File: src/rtl/fetch_unit.sv
// Instruction-fetch stage: owns the PC, issues one request at a time to a
// variable-latency instruction memory, buffers the returned word until the
// IF/ID register accepts it, and applies EX-stage redirects.
//
// Handshake: imem_req is a request strobe sampled by memory in any cycle it is
// high; exactly one imem_rvalid pulse answers each request, one or more cycles
// later. On the pipeline side, a word is transferred in a cycle where
// if_valid=1 and stall=0; while stall=1 the presented word is held unchanged.
module fetch_unit #(
  parameter int              XLEN     = 32,
  parameter logic [XLEN-1:0] RESET_PC = 32'h0000_3000
) (
  input  logic            clk,
  input  logic            rst,
  input  logic            stall,
  input  logic            redirect_valid,
  input  logic [XLEN-1:0] redirect_pc,
  output logic            imem_req,
  output logic [XLEN-1:0] imem_addr,
  input  logic            imem_rvalid,
  input  logic [XLEN-1:0] imem_rdata,
  output logic            if_valid,
  output logic [XLEN-1:0] if_instr,
  output logic [XLEN-1:0] if_pc,
  output logic [XLEN-1:0] if_pc_plus4,
  output logic [1:0]      dbg_state,
  output logic            dbg_drop,
  output logic            dbg_proto_err
);

  typedef enum logic [1:0] {
    S_IDLE = 2'd0,
    S_REQ  = 2'd1,
    S_WAIT = 2'd2,
    S_HOLD = 2'd3
  } state_t;

  state_t          state, state_n;
  logic [XLEN-1:0] pc, pc_n;
  logic [XLEN-1:0] instr_buf, instr_buf_n;
  logic            drop, drop_n;
  logic [XLEN-1:0] redirect_tgt;

  // Redirect targets are word aligned; the low two bits are cleared.
  assign redirect_tgt = redirect_pc & ~XLEN'(3);

  // State and datapath registers, asynchronously reset.
  always_ff @(posedge clk or posedge rst) begin
    if (rst) begin
      state     <= S_IDLE;
      pc        <= RESET_PC;
      instr_buf <= '0;
      drop      <= 1'b0;
    end else begin
      state     <= state_n;
      pc        <= pc_n;
      instr_buf <= instr_buf_n;
      drop      <= drop_n;
    end
  end

  // Next-state logic: redirect has priority over everything except in IDLE,
  // where it only preloads the pc. drop marks a response that belongs to a
  // fetch already abandoned by a redirect.
  always_comb begin
    state_n     = state;
    pc_n        = pc;
    instr_buf_n = instr_buf;
    drop_n      = drop;
    case (state)
      S_IDLE: begin
        state_n = S_REQ;
        if (redirect_valid) pc_n = redirect_tgt;
      end
      S_REQ: begin
        if (redirect_valid) begin
          pc_n    = redirect_tgt;
          state_n = S_REQ;
        end else begin
          state_n = S_WAIT;
        end
      end
      S_WAIT: begin
        if (redirect_valid) begin
          pc_n = redirect_tgt;
          if (imem_rvalid) begin
            drop_n  = 1'b0;
            state_n = S_REQ;
          end else begin
            drop_n  = 1'b1;
          end
        end else if (imem_rvalid) begin
          if (drop) begin
            drop_n  = 1'b0;
            state_n = S_REQ;
          end else begin
            instr_buf_n = imem_rdata;
            state_n     = S_HOLD;
          end
        end
      end
      S_HOLD: begin
        if (redirect_valid) begin
          pc_n    = redirect_tgt;
          state_n = S_REQ;
        end else if (!stall) begin
          pc_n    = pc + XLEN'(4);
          state_n = S_REQ;
        end
      end
      default: state_n = S_IDLE;
    endcase
  end

  // Outputs: a redirect suppresses both the request and the valid word.
  always_comb begin
    imem_req      = (state == S_REQ) && !redirect_valid;
    imem_addr     = pc;
    if_valid      = (state == S_HOLD) && !redirect_valid;
    if_instr      = instr_buf;
    if_pc         = pc;
    if_pc_plus4   = pc + XLEN'(4);
    dbg_state     = state;
    dbg_drop      = drop;
    dbg_proto_err = imem_rvalid && (state != S_WAIT);
  end

endmodule

File: config.mk
export PLATFORM = sky130hd
export DESIGN_NAME = fetch_unit
export DESIGN_NICKNAME = d
export VERILOG_FILES = /design/src/rtl/fetch_unit.sv
export SDC_FILE = /design/constraint.sdc
export NUM_CORES = 1
export LEC_CHECK = 0
export ABC_AREA = 1
export CAP_MARGIN = 20
export CORE_ASPECT_RATIO = 0.8
export CORE_UTILIZATION = 44
export DETAILED_ROUTE_END_ITERATION = 10
export GPL_TIMING_DRIVEN = 0
export MAX_ROUTING_LAYER = met4
export PLACE_DENSITY = 0.91
export SLEW_MARGIN = 5
export SYNTH_ARGS = -nofsm -noshare
export SYNTH_HDL_FRONTEND = slang
export SYNTH_SLANG_ARGS = --single-unit
File: constraint.sdc
create_clock -name clk -period 4.4 [get_ports clk]
set_clock_uncertainty 0.2 [all_clocks]
set_input_delay 0.44 -clock clk [delete_from_list [all_inputs] [get_ports clk]]
set_output_delay 0.44 -clock clk [all_outputs]
set_load 0.01 [all_outputs]
==> metrics.txt <==
# TYPE chip_impl_metric gauge
chip_impl_info{name="tritoncts_clock_tree",value="done"} 1
chip_impl_info{name="crit_path_start_kind",value="flop"} 1
chip_impl_info{name="outcome",value="finished clean"} 1
chip_impl_info{name="mostFrequentLayoutCell",value="sky130_fd_sc_hd__clkdlybuf4s50_1"} 1
chip_impl_metric{name="antenna_violations_before_repair",unit=""} 0
chip_impl_metric{name="crit_path_max_fanout",unit=""} 6
chip_impl_metric{name="io_buffers",unit=""} 194
chip_impl_metric{name="setup_violations",unit=""} 0
chip_impl_metric{name="detailed_place.area",unit="mm²"} 0.00612
chip_impl_metric{name="gr-usage-all-layers",unit="%"} 29.1
chip_impl_metric{name="clock_input_transition_at_the_sequential_cells_of_the_worst_setup_and_hold_paths",unit="ns"} 0.06
chip_impl_metric{name="cts_hold_buffers_added",unit=""} 0
chip_impl_metric{name="slew_violations",unit=""} 0
chip_impl_metric{name="design.die.area",unit="mm²"} 0.00951
chip_impl_metric{name="net_switching_power_figure",unit="mW"} 1.46
chip_impl_info{name="hold_path_startpoint",value="if_instr[8]$_DFFE_PP0P_"} 1
chip_impl_metric{name="grt_pass1_vias",unit=""} 4217
chip_impl_metric{name="share_of_the_yosys_chip_area_belonging_to_registers",unit="%"} 40.6
chip_impl_info{name="layout_common_cells",value="194 x sky130_fd_sc_hd__clkdlybuf4s50_1, 148 x sky130_fd_sc_hd__nand2_1, 76 x sky130_fd_sc_hd__nor2_1"} 1
chip_impl_metric{name="synth_area",unit="mm²"} 0.00401
chip_impl_metric{name="power.total",unit="mW"} 3.83
chip_impl_metric{name="met3_length",unit="µm"} 1080
chip_impl_metric{name="postRouteAntennaNets",unit=""} 0
chip_impl_metric{name="finalHoldViolations",unit=""} 0
chip_impl_metric{name="cellLeakagePower",unit="nW"} 2.97
chip_impl_metric{name="reg2reg_setup_slack",unit="ns"} 2.35
chip_impl_metric{name="final_design_area_no_fill",unit="mm²"} 0.00640
chip_impl_metric{name="htree_num_levels",unit=""} 3
chip_impl_metric{name="power_frac_comb",unit="%"} 53.6
chip_impl_metric{name="finalCritPeriodShare",unit="%"} 68.2
chip_impl_info{name="worst_hold_path.endpoint",value="if_instr[8]$_DFFE_PP0P_"} 1
chip_impl_metric{name="gp_congestion",unit=""} 0.892
chip_impl_metric{name="cts_setup_buffers",unit=""} 0
chip_impl_metric{name="met2WireLength",unit="µm"} 6650
chip_impl_metric{name="sequentialPowerShare",unit="%"} 28.9
chip_impl_metric{name="clk_path_buf_depth",unit=""} 2
chip_impl_metric{name="chip_height",unit="µm"} 87.4
chip_impl_info{name="timing_worst_setup_path_type",value="flop to output pin"} 1
chip_impl_metric{name="clock-sinks",unit=""} 65
chip_impl_metric{name="timing.max_cap.violations",unit=""} 0
chip_impl_metric{name="initialDrtViolationCount",unit=""} 169
chip_impl_metric{name="r2r.worst_path.cells",unit=""} 5
chip_impl_metric{name="pwr-share-clk",unit="%"} 17.5
chip_impl_metric{name="ioPinCount",unit=""} 203
chip_impl_metric{name="detailroute.via_count",unit=""} 4222
chip_impl_metric{name="clock.fmax",unit="MHz"} 333
chip_impl_metric{name="syn_area_per_cell",unit="µm²"} 7.67
chip_impl_info{name="highest-signal-layer",value="met4"} 1
chip_impl_info{name="worst_setup_path_end_kind",value="output pin"} 1
chip_impl_metric{name="cts_made_buffers",unit=""} 9
chip_impl_metric{name="die_w",unit="µm"} 109
chip_impl_metric{name="grt_start_max_net_pins",unit=""} 66
chip_impl_metric{name="drt_drc_violations_left",unit=""} 0
chip_impl_metric{name="clkLatencyLatePin",unit="ns"} 0.33
chip_impl_info{name="holdCritPathClass",value="flop to flop"} 1
chip_impl_metric{name="synth.yosys.warnings",unit=""} 0
chip_impl_metric{name="grt_pass1_wl",unit="µm"} 20400
chip_impl_metric{name="placement_rows",unit=""} 30
chip_impl_info{name="crit-reg2reg-capture",value="if_instr[16]$_DFFE_PP0P_"} 1
chip_impl_metric{name="wl_per_cell",unit="µm"} 15.4
chip_impl_metric{name="internal_pwr_total",unit="mW"} 2.37
chip_impl_metric{name="grt.overflow.total",unit=""} 0
chip_impl_metric{name="postSynthRegisterBits",unit=""} 65
chip_impl_metric{name="worstPathRequired",unit="ns"} 3.76
chip_impl_metric{name="timing.max_slew.rel_slack",unit="%"} 44.7
chip_impl_metric{name="ant_diodes",unit=""} 0
chip_impl_metric{name="drive_gt1_share",unit="%"} 14.1
chip_impl_metric{name="detailed_place_hpwl",unit="µm"} 10000
chip_impl_metric{name="routed_wirelength",unit="µm"} 13100
chip_impl_metric{name="power_per_unit_of_standard_cell_area",unit="mW/mm²"} 599
chip_impl_metric{name="crit_arrival",unit="ns"} 2.36
chip_impl_metric{name="synthToLayoutAreaGrowth",unit="%"} 59.4
chip_impl_info{name="clockRootBuffer",value="sky130_fd_sc_hd__clkbuf_16"} 1
chip_impl_metric{name="synth_cell_types",unit=""} 29
chip_impl_metric{name="detail_route.vias_per_cell",unit=""} 4.97
chip_impl_metric{name="setup_tns",unit="ns"} 0
chip_impl_info{name="rsz0062_at_grt",value="false"} 1
chip_impl_metric{name="drt_pass1_iterations",unit=""} 5
chip_impl_metric{name="synth_cells",unit=""} 523
chip_impl_metric{name="hold_path_depth",unit=""} 1
chip_impl_metric{name="power.ir.vdd_worst",unit="mV"} 0.350
chip_impl_metric{name="tightest_slew",unit="ns"} 0.830
chip_impl_metric{name="wirelength_met1",unit="µm"} 5150
chip_impl_metric{name="ctsResizeCount",unit=""} 0
chip_impl_info{name="worstReg2RegStart",value="dbg_state[0]$_DFFE_PP0P_"} 1
chip_impl_metric{name="power.switching_fraction",unit="%"} 38.0
chip_impl_metric{name="std_cell_core_area",unit="mm²"} 0.00867
chip_impl_metric{name="final_critical_period",unit="ns"} 3.00
chip_impl_metric{name="nNetsFinal",unit=""} 807
chip_impl_metric{name="initial_utilization",unit="%"} 46.3
## registers in the layout (all words and copies together), names as in the netlist
register and cells:
if_pc 30, if_instr 32, dbg_drop 1, dbg_state 2
## cell usage after synthesis
master	instances	area share (%)
sky130_fd_sc_hd__nor2_4	3	0.84
sky130_fd_sc_hd__buf_2	11	1.4
sky130_fd_sc_hd__clkbuf_1	3	0.28
sky130_fd_sc_hd__nor2_2	6	0.94
sky130_fd_sc_hd__conb_1	1	0.093
sky130_fd_sc_hd__nor2_1	76	7.1
sky130_fd_sc_hd__o31ai_1	1	0.19
sky130_fd_sc_hd__a21oi_1	25	3.1
sky130_fd_sc_hd__xor2_1	8	1.7
sky130_fd_sc_hd__dfstp_2	2	1.3
sky130_fd_sc_hd__nand2_4	1	0.28
sky130_fd_sc_hd__inv_2	2	0.19
sky130_fd_sc_hd__nand2_2	2	0.31
sky130_fd_sc_hd__nand3_1	28	3.5
sky130_fd_sc_hd__inv_1	42	3.9
sky130_fd_sc_hd__o21ai_1	5	0.62
sky130_fd_sc_hd__and2_1	3	0.47
sky130_fd_sc_hd__nand2_1	148	14
sky130_fd_sc_hd__mux2_2	22	6.2
sky130_fd_sc_hd__buf_4	37	6.9
sky130_fd_sc_hd__a31oi_1	1	0.16
sky130_fd_sc_hd__o22ai_1	6	0.94
sky130_fd_sc_hd__a211oi_1	1	0.19
sky130_fd_sc_hd__nor2_8	1	0.50
sky130_fd_sc_hd__mux2_1	10	2.8
sky130_fd_sc_hd__o21ai_0	9	1.1
sky130_fd_sc_hd__dfrtp_1	63	39
sky130_fd_sc_hd__ha_1	5	1.6
sky130_fd_sc_hd__xnor2_1	1	0.22
## metal layers
metal	vias up	GRT usage, %
met5	-	-
met4	0	9.09
met3	24	6.06
li1	2032	-
met1	1949	33.4
met2	217	51.0
## area by class of cell
cell class	instances	area, µm²
sequential	65	1630
fill	659	2270
tap	112	140
clock buffer	9	225
inverter	44	168
timing repair buffer	194	1940
buffer	51	344
multi-input combinational	368	1890
clock inverter	7	55.1
## worst max-delay path by stage
stage / from / to / slack [ns] / depth (start not counted)
6_report: if_pc[12]$_DFFE_PP1P_ / if_pc_plus4[31] / 1.40 / 7
5_1_grt: if_pc[12]$_DFFE_PP1P_ / if_pc_plus4[23] / 1.26 / 7
4_1_cts: if_pc[3]$_DFFE_PP0P_ / if_pc_plus4[30] / 1.41 / 8
3_5_place_dp: redirect_valid / if_valid / 1.69 / 6
3_3_place_gp: rst / if_pc[6]$_DFFE_PP0P_ / 1.02 / 2
2_1_floorplan: rst / dbg_drop$_DFFE_PP0P_ / 2.14 / 1
## metrics by stage
step / hold WS [ns] / util (%) / worst slack (ns) / cells
global route: 0.316 / 73.8 / 1.26 / 850
detailed placement: 0.284 / 70.5 / 1.69 / 834
global placement: 0.273 / 70.5 / 1.02 / 834
floorplan: 0.329 / - / 2.14 / 528
finish: 0.301 / 73.8 / 1.40 / 850
CTS: 0.298 / 73.8 / 1.41 / 850
## power groups by stage
stage               clock (mW)  combinational (mW)  sequential [mW]
detailed placement           0                2.04             1.11
CTS                      0.680                2.06             1.10
floorplan                    0               0.827             1.16
finish                   0.672                2.05             1.10
global placement             0                1.98             1.08
global route             0.710                2.20             1.14
## cells by family after synthesis
logic type / synth area share [%]
compound gates: 6.33
other cells: 0.0935
fa+ha+maj: 1.56
buf+inv: 12.7
xor+xnor: 1.96
flops: 40.6
simple gates: 27.8
mux: 8.98
## critical path: stages, from the launching register on
cell,delay (ns)
sky130_fd_sc_hd__dfstp_2,0.59
sky130_fd_sc_hd__nand2_1,0.09
sky130_fd_sc_hd__nor2_1,0.21
sky130_fd_sc_hd__nand2_1,0.11
sky130_fd_sc_hd__nor2_2,0.24
sky130_fd_sc_hd__nand3_1,0.16
sky130_fd_sc_hd__nand2_1,0.10
sky130_fd_sc_hd__clkdlybuf4s50_1,0.53
Note: power is estimated with default switching activity, not from simulation.
